--- config.mk ---
export PLATFORM = sky130hd
export DESIGN_NAME = eth_tx_framer
export DESIGN_NICKNAME = d
export VERILOG_FILES = /design/src/rtl/eth_tx_framer.sv
export SDC_FILE = /design/constraint.sdc
export NUM_CORES = 1
export LEC_CHECK = 0
export CAP_MARGIN = 40
export CORE_AREA = 5 5 118 120
export CTS_BUF_LIST = sky130_fd_sc_hd__clkbuf_16
export DETAILED_ROUTE_END_ITERATION = 8
export DIE_AREA = 0 0 123 125
export DONT_BUFFER_PORTS = 1
export GPL_ROUTABILITY_DRIVEN = 0
export PLACE_DENSITY = 0.67
export SYNTH_ARGS = -nofsm -noshare
export SYNTH_HDL_FRONTEND = slang
export SYNTH_SLANG_ARGS = --single-unit
export TNS_END_PERCENT = 5
--- constraint.sdc ---
create_clock -name eth_tx_clk -period 4 [get_ports eth_tx_clk]
set_input_delay 0 -clock eth_tx_clk [delete_from_list [all_inputs] [get_ports eth_tx_clk]]
set_output_delay 0 -clock eth_tx_clk [all_outputs]
set_load 0.03 [all_outputs]
--- src/rtl/eth_tx_framer.sv ---
// Ethernet II TX framer: preamble/SFD, MAC header, payload, zero pad, CRC-32 FCS, IFG.
// Optional 802.1Q tag insertion when ETH_TX_VLAN_EN is defined.
module eth_tx_framer #(
    parameter logic [47:0] DEST_MAC     = 48'h023528fbdd66,
    parameter logic [47:0] SRC_MAC      = 48'h702227acdb65,
    parameter int          PREAMBLE_LEN = 7,
    parameter int          MIN_PAYLOAD  = 46,
    parameter int          MAX_PAYLOAD  = 1500,
    parameter int          IFG_BYTES    = 12
) (
    input  logic        eth_tx_clk,
    input  logic        rst_n,
    input  logic        eth_tx_en,
    input  logic [15:0] len_type,
    input  logic [7:0]  s_tdata,
    input  logic        s_tvalid,
    input  logic        s_tlast,
`ifdef ETH_TX_VLAN_EN
    input  logic [15:0] vlan_tci,
    input  logic        vlan_insert,
`endif
    output logic        s_tready,
    output logic [7:0]  gmii_txd,
    output logic        gmii_tx_en,
    output logic        gmii_tx_er,
    output logic        busy,
    output logic        pct_txed,
    output logic        underrun,
    output logic        oversize
);

    localparam logic [10:0] PRE_N = 11'(PREAMBLE_LEN);
    localparam logic [10:0] MIN_N = 11'(MIN_PAYLOAD);
    localparam logic [10:0] MAX_N = 11'(MAX_PAYLOAD);
    localparam logic [10:0] IFG_N = 11'(IFG_BYTES);

    typedef enum logic [3:0] {
        S_IDLE, S_PRE, S_SFD, S_DST, S_SRC,
`ifdef ETH_TX_VLAN_EN
        S_VLAN,
`endif
        S_LEN, S_PAY, S_PAD, S_FCS, S_IFG, S_DRAIN
    } state_t;

    state_t      state;
    logic [10:0] cnt;
    logic [31:0] crc;
    logic [15:0] len_q;
    logic [7:0]  hdr_byte;
    logic [31:0] crc_nxt;
    logic [31:0] fcs_sh;
    logic [10:0] min_pay;

    // Reflected CRC-32 (poly 0x04C11DB7), one byte per call, LSB first.
    function automatic logic [31:0] crc32_byte(input logic [31:0] c, input logic [7:0] d);
        logic [31:0] r;
        r = c ^ {24'd0, d};
        for (int i = 0; i < 8; i++)
            r = r[0] ? ((r >> 1) ^ 32'hEDB88320) : (r >> 1);
        return r;
    endfunction

    function automatic logic [7:0] mac_byte(input logic [47:0] mac, input logic [2:0] idx);
        logic [47:0] sh;
        sh = mac << {idx, 3'b000};
        return sh[47:40];
    endfunction

`ifdef ETH_TX_VLAN_EN
    logic [15:0] tci_q;
    logic        vlan_q;
    assign min_pay = vlan_q ? (MIN_N - 11'd4) : MIN_N;
`else
    assign min_pay = MIN_N;
`endif

    assign s_tready = (state == S_PAY) || (state == S_DRAIN);
    assign busy     = (state != S_IDLE);
    assign fcs_sh   = (~crc) >> {cnt[1:0], 3'b000};
    assign crc_nxt  = crc32_byte(crc, hdr_byte);

    // Byte to send on the next edge for every CRC-covered state.
    always_comb begin
        hdr_byte = 8'h00;
        case (state)
            S_SFD: hdr_byte = mac_byte(DEST_MAC, 3'd0);
            S_DST: hdr_byte = (cnt < 11'd6) ? mac_byte(DEST_MAC, cnt[2:0]) : mac_byte(SRC_MAC, 3'd0);
            S_SRC: begin
                if (cnt < 11'd6)
                    hdr_byte = mac_byte(SRC_MAC, cnt[2:0]);
                else
`ifdef ETH_TX_VLAN_EN
                    hdr_byte = vlan_q ? 8'h81 : len_q[15:8];
`else
                    hdr_byte = len_q[15:8];
`endif
            end
`ifdef ETH_TX_VLAN_EN
            S_VLAN: begin
                case (cnt[2:0])
                    3'd1:    hdr_byte = 8'h00;
                    3'd2:    hdr_byte = tci_q[15:8];
                    3'd3:    hdr_byte = tci_q[7:0];
                    default: hdr_byte = len_q[15:8];
                endcase
            end
`endif
            S_LEN:   hdr_byte = len_q[7:0];
            S_PAY:   hdr_byte = s_tdata;
            default: hdr_byte = 8'h00;
        endcase
    end

    always_ff @(posedge eth_tx_clk or negedge rst_n) begin
        if (!rst_n) begin
            state      <= S_IDLE;
            cnt        <= '0;
            crc        <= 32'hFFFFFFFF;
            len_q      <= '0;
`ifdef ETH_TX_VLAN_EN
            tci_q      <= '0;
            vlan_q     <= 1'b0;
`endif
            gmii_txd   <= '0;
            gmii_tx_en <= 1'b0;
            gmii_tx_er <= 1'b0;
            pct_txed   <= 1'b0;
            underrun   <= 1'b0;
            oversize   <= 1'b0;
        end else begin
            gmii_tx_er <= 1'b0;
            pct_txed   <= 1'b0;
            underrun   <= 1'b0;
            oversize   <= 1'b0;
            case (state)
                S_IDLE: begin
                    gmii_tx_en <= 1'b0;
                    gmii_txd   <= 8'h00;
                    if (eth_tx_en && s_tvalid) begin
                        state      <= S_PRE;
                        cnt        <= 11'd1;
                        crc        <= 32'hFFFFFFFF;
                        len_q      <= len_type;
`ifdef ETH_TX_VLAN_EN
                        tci_q      <= vlan_tci;
                        vlan_q     <= vlan_insert;
`endif
                        gmii_tx_en <= 1'b1;
                        gmii_txd   <= 8'h55;
                    end
                end
                S_PRE: begin
                    if (cnt < PRE_N) begin
                        gmii_txd <= 8'h55;
                        cnt      <= cnt + 11'd1;
                    end else begin
                        gmii_txd <= 8'hD5;
                        state    <= S_SFD;
                    end
                end
                S_SFD: begin
                    gmii_txd <= hdr_byte;
                    crc      <= crc_nxt;
                    state    <= S_DST;
                    cnt      <= 11'd1;
                end
                S_DST: begin
                    gmii_txd <= hdr_byte;
                    crc      <= crc_nxt;
                    if (cnt < 11'd6) begin
                        cnt <= cnt + 11'd1;
                    end else begin
                        state <= S_SRC;
                        cnt   <= 11'd1;
                    end
                end
                S_SRC: begin
                    gmii_txd <= hdr_byte;
                    crc      <= crc_nxt;
                    if (cnt < 11'd6) begin
                        cnt <= cnt + 11'd1;
                    end else begin
`ifdef ETH_TX_VLAN_EN
                        state <= vlan_q ? S_VLAN : S_LEN;
`else
                        state <= S_LEN;
`endif
                        cnt   <= 11'd1;
                    end
                end
`ifdef ETH_TX_VLAN_EN
                S_VLAN: begin
                    gmii_txd <= hdr_byte;
                    crc      <= crc_nxt;
                    if (cnt < 11'd4) cnt <= cnt + 11'd1;
                    else             state <= S_LEN;
                end
`endif
                S_LEN: begin
                    gmii_txd <= hdr_byte;
                    crc      <= crc_nxt;
                    state    <= S_PAY;
                    cnt      <= '0;
                end
                S_PAY: begin
                    if (!s_tvalid) begin
                        gmii_tx_er <= 1'b1;
                        gmii_txd   <= 8'h00;
                        underrun   <= 1'b1;
                        state      <= S_IFG;
                        cnt        <= '0;
                    end else if (cnt == MAX_N) begin
                        // Byte MAX+1 is swallowed; the frame is poisoned with TX_ER.
                        gmii_tx_er <= 1'b1;
                        gmii_txd   <= 8'h00;
                        oversize   <= 1'b1;
                        state      <= s_tlast ? S_IFG : S_DRAIN;
                        cnt        <= '0;
                    end else begin
                        gmii_txd <= hdr_byte;
                        crc      <= crc_nxt;
                        cnt      <= cnt + 11'd1;
                        if (s_tlast) begin
                            if ((cnt + 11'd1) < min_pay) begin
                                state <= S_PAD;
                                cnt   <= min_pay - (cnt + 11'd1);
                            end else begin
                                state <= S_FCS;
                                cnt   <= '0;
                            end
                        end
                    end
                end
                S_PAD: begin
                    gmii_txd <= hdr_byte;
                    crc      <= crc_nxt;
                    if (cnt == 11'd1) begin
                        state <= S_FCS;
                        cnt   <= '0;
                    end else begin
                        cnt <= cnt - 11'd1;
                    end
                end
                S_FCS: begin
                    if (cnt < 11'd4) begin
                        gmii_txd <= fcs_sh[7:0];
                        pct_txed <= (cnt == 11'd3);
                        cnt      <= cnt + 11'd1;
                    end else begin
                        gmii_tx_en <= 1'b0;
                        gmii_txd   <= 8'h00;
                        state      <= S_IFG;
                        cnt        <= 11'd1;
                    end
                end
                S_IFG: begin
                    gmii_tx_en <= 1'b0;
                    gmii_txd   <= 8'h00;
                    if (cnt >= IFG_N) begin
                        state <= S_IDLE;
                        cnt   <= '0;
                    end else begin
                        cnt <= cnt + 11'd1;
                    end
                end
                S_DRAIN: begin
                    gmii_tx_en <= 1'b0;
                    gmii_txd   <= 8'h00;
                    if (s_tvalid && s_tlast) begin
                        state <= S_IFG;
                        cnt   <= 11'd1;
                    end
                end
                default: state <= S_IDLE;
            endcase
        end
    end

endmodule

==> qor.csv, run 1 <==
stage,metric,value,unit
floorplan,starting density of the core,43.68,%
synthesis,Synth async-reset ratio,100.0,%
synthesis,Syn Inst Count,592,
critical_path,"Req. time, crit path",4.27,ns
placed_design,Placed Area,5802,um2
critical_path,CP arrival,3.86,ns
detailed_routing,post-route ant nets,0,
floorplan,# rows,42,
floorplan,Die X,123,um
sta,min cycle time layout,3.591,ns
placed_design,Port Buffers,0,
layout,ANT cells,0,
sta,Worst Skew,0.01459,ns
clock_network,CTS max path bufs,2,
synthesis,synthesized net count,627,
global_routing,grt ovf,0,
synthesis,"Seq/Total Area, Yosys",34.53,%
sta,setup TNS,0,ns
sta,headroom to the max-slew limit,39.03,%
layout,fin area,6325,um2
synthesis,#FFs+latches synth,76,
sta,RSZ-0062 raised after global routing,no,
detailed_routing,routed vias,4724,
layout,fillers,1212,
outcome,outcome,"complete, no violations",
detailed_routing,post-DR wirelength/cell,20.17,um
global_routing,vias in the first global route,4815,
sta,Final Cycle Share,89.79,%
global_routing,first-pass GRT wire length,25390,um
detailed_routing,initial DRC count,521,
layout,area grow syn2layout,12.46,%
detailed_routing,DRT Wirelength,15740,um
synthesis,share of the synthesized area in the top cell type,19.58,%
synthesis,number of synthesized flops with an enable pin,0,
global_routing,gr usage total,21.05,%
detailed_routing,DRC errors left,0,
critical_path,worst-path fanout max,11,
sta,Hold Fails Final Rpt,0,
critical_path,Critical Path Start Type,flop,
detailed_routing,Via density,6.056,
synthesis,"area leader, netlist",dfrtp_1,
clock_network,CTS tree,done,
placed_design,DP Wirelength,11350,um
clock_network,TritonCTS Buffers,9,
job,maxcap violations,0,
clock_network,Num Clock Sinks,76,
clock_network,CTS-repair resized insts,0,
synthesis,Main synth FF type,dfrtp_1,
detailed_routing,number of iterations in the first detailed-routing pass,5,
sta,Final Max Slew Viols,0,
layout,ratio of cells with drive above 1 in the final layout,19.37,%
placed_design,placed insts,744,
clock_network,clk_lat worst skew,0.35,ns
sta,Hold WS,0.01079,ns
synthesis,Synth Warn #,0,
critical_path,crit end category,flop,
critical_path,worst reg-to-reg setup slack,0.41,ns
critical_path,FF-to-FF Start,cnt[9],
floorplan,Core ar.,12870,um2
clock_network,Post CTS Setup Buffer Count,0,
global_routing,antenna violations before repair,0,
global_routing,pin count of the biggest net entering global routing,77,
layout,Final Non-Filler Cells,780,
floorplan,Die H,125,um
clock_network,root buffer cell,clkbuf_16,
clock_network,Worst-path clk slew,0.06,ns
critical_path,Critical path origin,cnt[9],
critical_path,CP Class,flop to flop,
hold_path,hold_sp,s_tlast,
layout,Final nets,634,
synthesis,mapped cell area,5624,um2
clock_network,htree depth,3,
sta,Max Clock Freq,278.4,MHz
floorplan,Die ar.,15380,um2
sta,Setup-failing EPs final,0,
clock_network,cts hold-fix bufs,20,
synthesis,"top cells by area, synth","dfrtp_1 20%, dfstp_2 15%, xnor2_1 6.2%",
sta,measured slew at the worst slew-check pin,0.9050,ns
synthesis,post-synthesis area per instance,9.500,um2
hold_path,Tightest Hold Check Type,input pin to flop,
synthesis,Yosys cell types,81,
floorplan,IO Pins,44,
metrics by stage:
step	utilization, %	setup WS, ns
final	49.13	0.4085
after global routing	49.13	0.2820
after CTS	49.13	0.4254
after detailed placement	45.06	0.4574
after global placement	45.06	0.5504
after floorplan	-	0.8086
cell usage after synthesis, types with 7 or more instances:
cell      number
or3_1          8
xnor3_1        8
nor3_1         8
mux4_2         8
nor2_1        55
nand2b_1       8
a22oi_1        8
nand4_1        8
inv_1         14
dfrtp_1       44
dfstp_2       32
xnor2_1       40
o21ai_0       33
and3_1         7
clkbuf_1      29
a21oi_1       61
nand2_1       36
mux2_2        17
xor2_1        12
o22ai_1        8
nand3_1       12
buf_2          9
final timing paths:
| kind | to | cells past startpoint |
|---|---|---|
| max | crc[17] | 8 |
| min | state[1] | 3 |
| max reg2reg | crc[17] | 8 |
| min reg2reg | len_q[1] | 1 |
| max in group asynchronous | crc[4] | 2 |
| min in group asynchronous | cnt[8] | 2 |
cells by family (layout without fill, tap and decap cells):
kind of cell	Yosys count	in the layout	synth area share, %
AOI/OAI and AO/OA	173	173	19.96
xor gates and xnor gates	72	72	15.66
adders and majority gates	6	6	1.335
buffers and inverters	59	71	4.494
DFF	76	76	34.53
muxes	28	28	7.163
and+or+nand+nor	178	178	16.86
worst max-delay path, cell delays in order (launching register included):
cell and delay (ns):
dfrtp_1 0.52, nor4_4 0.46, and3_1 0.43, mux2_1 0.37
a221oi_2 0.33, xnor2_2 0.31, xnor3_2 0.58, xnor3_1 0.35
a21oi_1 0.16
state kept, by name, indices dropped and copies added, names as in the netlist:
register    cells
pct_txed        1
crc            32
cnt            11
underrun        1
gmii_txd        8
state           4
oversize        1
gmii_tx_er      1
gmii_tx_en      1
len_q          16
placed cells by master, fill, tap and decap left out, types with 6 or more instances in the layout:
cell | synthesis | routed
a21oi_1 | 61 | 60
nor2_1 | 55 | 55
dfrtp_1 | 44 | 44
xnor2_1 | 40 | 40
nand2_1 | 36 | 36
o21ai_0 | 33 | 33
dfstp_2 | 32 | 32
buf_4 | 1 | 20
dlygate4sd3_1 | 0 | 19
mux2_2 | 17 | 17
inv_1 | 14 | 16
nand3_1 | 12 | 12
xor2_1 | 12 | 12
clkbuf_16 | 0 | 10
nand2b_1 | 8 | 8
nand4_1 | 8 | 8
or3_1 | 8 | 8
nor3_1 | 8 | 8
a22oi_1 | 8 | 8
o22ai_1 | 8 | 8
xnor3_1 | 8 | 8
mux4_2 | 8 | 8
and3_1 | 7 | 7
nor2b_1 | 6 | 6
a211oi_1 | 6 | 6
o221ai_1 | 6 | 6
ha_1 | 6 | 6
layout make-up:
cell class	count	area [um2]	share of cell area, %
clock inverter	6	55.05	0.8704
multi-input combinational	457	3433	54.28
clock buffer	10	250.2	3.956
inverter	15	56.30	0.8902
sequential	76	1942	30.70
tap	176	220.2	3.482
timing repair buffer	40	367.9	5.816
layer usage:
layer	track usage, %	routed length, um	part of all wire, %	vias to the layer above
met2	33.64	7580	48	200
met4	8.078	429	2.7	0
met3	5.375	1182	7.5	39
met5	0	0	0	-
met1	27.36	6542	42	2307
li1	-	-	-	2178
Power of run 1 is not shown: default switching activity piles up to over one toggle a cycle in this logic, so the estimate is an artifact.
==> inputs of run 2 (changes only) <==
==> constraint.sdc (replaced) <==
create_clock -name eth_tx_clk -period 4 [get_ports eth_tx_clk]
set_input_delay 1.2 -clock eth_tx_clk [delete_from_list [all_inputs] [get_ports eth_tx_clk]]
set_output_delay 1.2 -clock eth_tx_clk [all_outputs]
set_load 0.03 [all_outputs]
==> qor.csv, run 2 (synthesized netlist as in run 1, its figures left out) <==
stage,metric,value,unit
detailed_routing,post-DR wirelength/cell,20.37,um
critical_path,Critical Path Start Type,flop,
detailed_routing,post-route ant nets,0,
hold_path,hold_sp,len_q[10],
layout,ANT cells,0,
detailed_routing,DRC errors left,0,
sta,min cycle time layout,3.640,ns
hold_path,Worst Hold Path Cells,1,
global_routing,vias in the first global route,4657,
placed_design,Port Buffers,0,
critical_path,FF-to-FF End,crc[19],
sta,Final Cycle Share,91.01,%
critical_path,worst-path fanout max,11,
floorplan,# rows,42,
layout,"commonest cells after routing, fill and taps aside","60 x a21oi_1, 55 x nor2_1, 44 x dfrtp_1",
detailed_routing,Via density,6.183,
floorplan,Core ar.,12870,um2
clock_network,cts hold-fix bufs,0,
sta,Max Clock Freq,274.7,MHz
critical_path,CP arrival,3.90,ns
detailed_routing,DRT Wirelength,15440,um
sta,Final Max Slew Viols,0,
floorplan,Die X,123,um
clock_network,CTS tree,done,
layout,Largest regs,"crc x32, len_q x16, cnt x11",
layout,Largest Register,crc,
layout,Largest register FFs,32,
layout,Reg area,1942,um2
global_routing,antenna violations before repair,0,
placed_design,pre-CTS setup slack,0.4050,ns
critical_path,FF-to-FF Start,cnt[9],
sta,Hold WS,0.5105,ns
critical_path,crit end category,flop,
global_routing,first-pass GRT wire length,25280,um
layout,fillers,1226,
global_routing,pin count of the biggest net entering global routing,77,
clock_network,CTS-repair resized insts,0,
clock_network,Num Clock Sinks,76,
global_routing,gr usage total,20.82,%
detailed_routing,number of iterations in the first detailed-routing pass,5,
floorplan,starting density of the core,43.68,%
clock_network,root buffer cell,clkbuf_16,
detailed_routing,routed vias,4687,
sta,measured slew at the worst slew-check pin,0.8722,ns
layout,Final nets,612,
clock_network,htree depth,3,
floorplan,IO Pins,44,
critical_path,Reg2Reg Depth,8,
job,maxcap violations,0,
layout,"most common cell after layout, fill and taps aside",a21oi_1,
sta,RSZ-0062 raised after global routing,no,
floorplan,Die ar.,15380,um2
clock_network,clk_lat worst skew,0.35,ns
clock_network,TritonCTS Buffers,9,
hold_path,Hold Path Sink,len_q[10],
hold_path,Tightest Hold Check Type,flop to flop,
clock_network,CTS max path bufs,2,
floorplan,Die H,125,um
sta,worst setup margin,0.3598,ns
placed_design,DP Wirelength,11420,um
layout,area grow syn2layout,8.387,%
critical_path,worst reg-to-reg setup slack,0.36,ns
sta,Setup-failing EPs final,0,
sta,Hold Fails Final Rpt,0,
critical_path,CP Class,flop to flop,
layout,multi-input logic area,3433,um2
sta,setup TNS,0,ns
clock_network,Worst-path clk slew,0.06,ns
clock_network,Post CTS Setup Buffer Count,0,
sta,headroom to the max-slew limit,41.24,%
sta,Worst Skew,0.01509,ns
global_routing,grt ovf,0,
outcome,outcome,"complete, no violations",
critical_path,"Req. time, crit path",4.26,ns
detailed_routing,initial DRC count,482,
layout,ratio of cells with drive above 1 in the final layout,19.59,%
[run 2: metal layers]
metal | vias up | global-route usage, % | wire length, um
li1 | 2139 | - | -
met1 | 2327 | 27.40 | 6403
met2 | 190 | 32.74 | 7514
met3 | 31 | 5.510 | 1107
met4 | 0 | 8.013 | 418
met5 | - | 0 | 0
[run 2: final cells by class]
cell class,count,share of cell area (%)
Clock inverter,7,1.375
Inverter,15,0.9236
Clock buffer,9,3.695
Timing Repair Buffer,18,2.217
Multi-Input combinational cell,457,56.32
Sequential cell,76,31.86
Tap cell,176,3.612
[run 2: worst max path at each step]
stage,startpoint,endpoint,slack [ns],depth (start not counted)
floorplan,cnt[0],crc[19],0.81,11
global placement,cnt[9],crc[17],0.53,8
detailed placement,cnt[9],crc[19],0.40,8
CTS,cnt[9],crc[19],0.36,8
global route,cnt[9],crc[19],0.23,8
finish,cnt[9],crc[19],0.36,8
[run 2: per-stage QoR]
stage | cell area [um2] | utilization [%] | std cells
after global routing | 6096 | 47.35 | 758
after floorplan | 5624 | - | 592
after detailed placement | 5787 | 44.95 | 742
after CTS | 6096 | 47.35 | 758
final | 6096 | 47.35 | 758
after global placement | 5787 | 44.95 | 742
[run 2: worst max-delay path, cell delays in order (launching register included)]
cell	delay (ns)
dfrtp_1	0.52
nor4_4	0.44
and3_1	0.45
mux2_2	0.39
a211oi_2	0.38
xnor3_2	0.51
xor2_1	0.31
xnor3_1	0.39
a21oi_1	0.17
Power of run 2 is left out for the same reason.
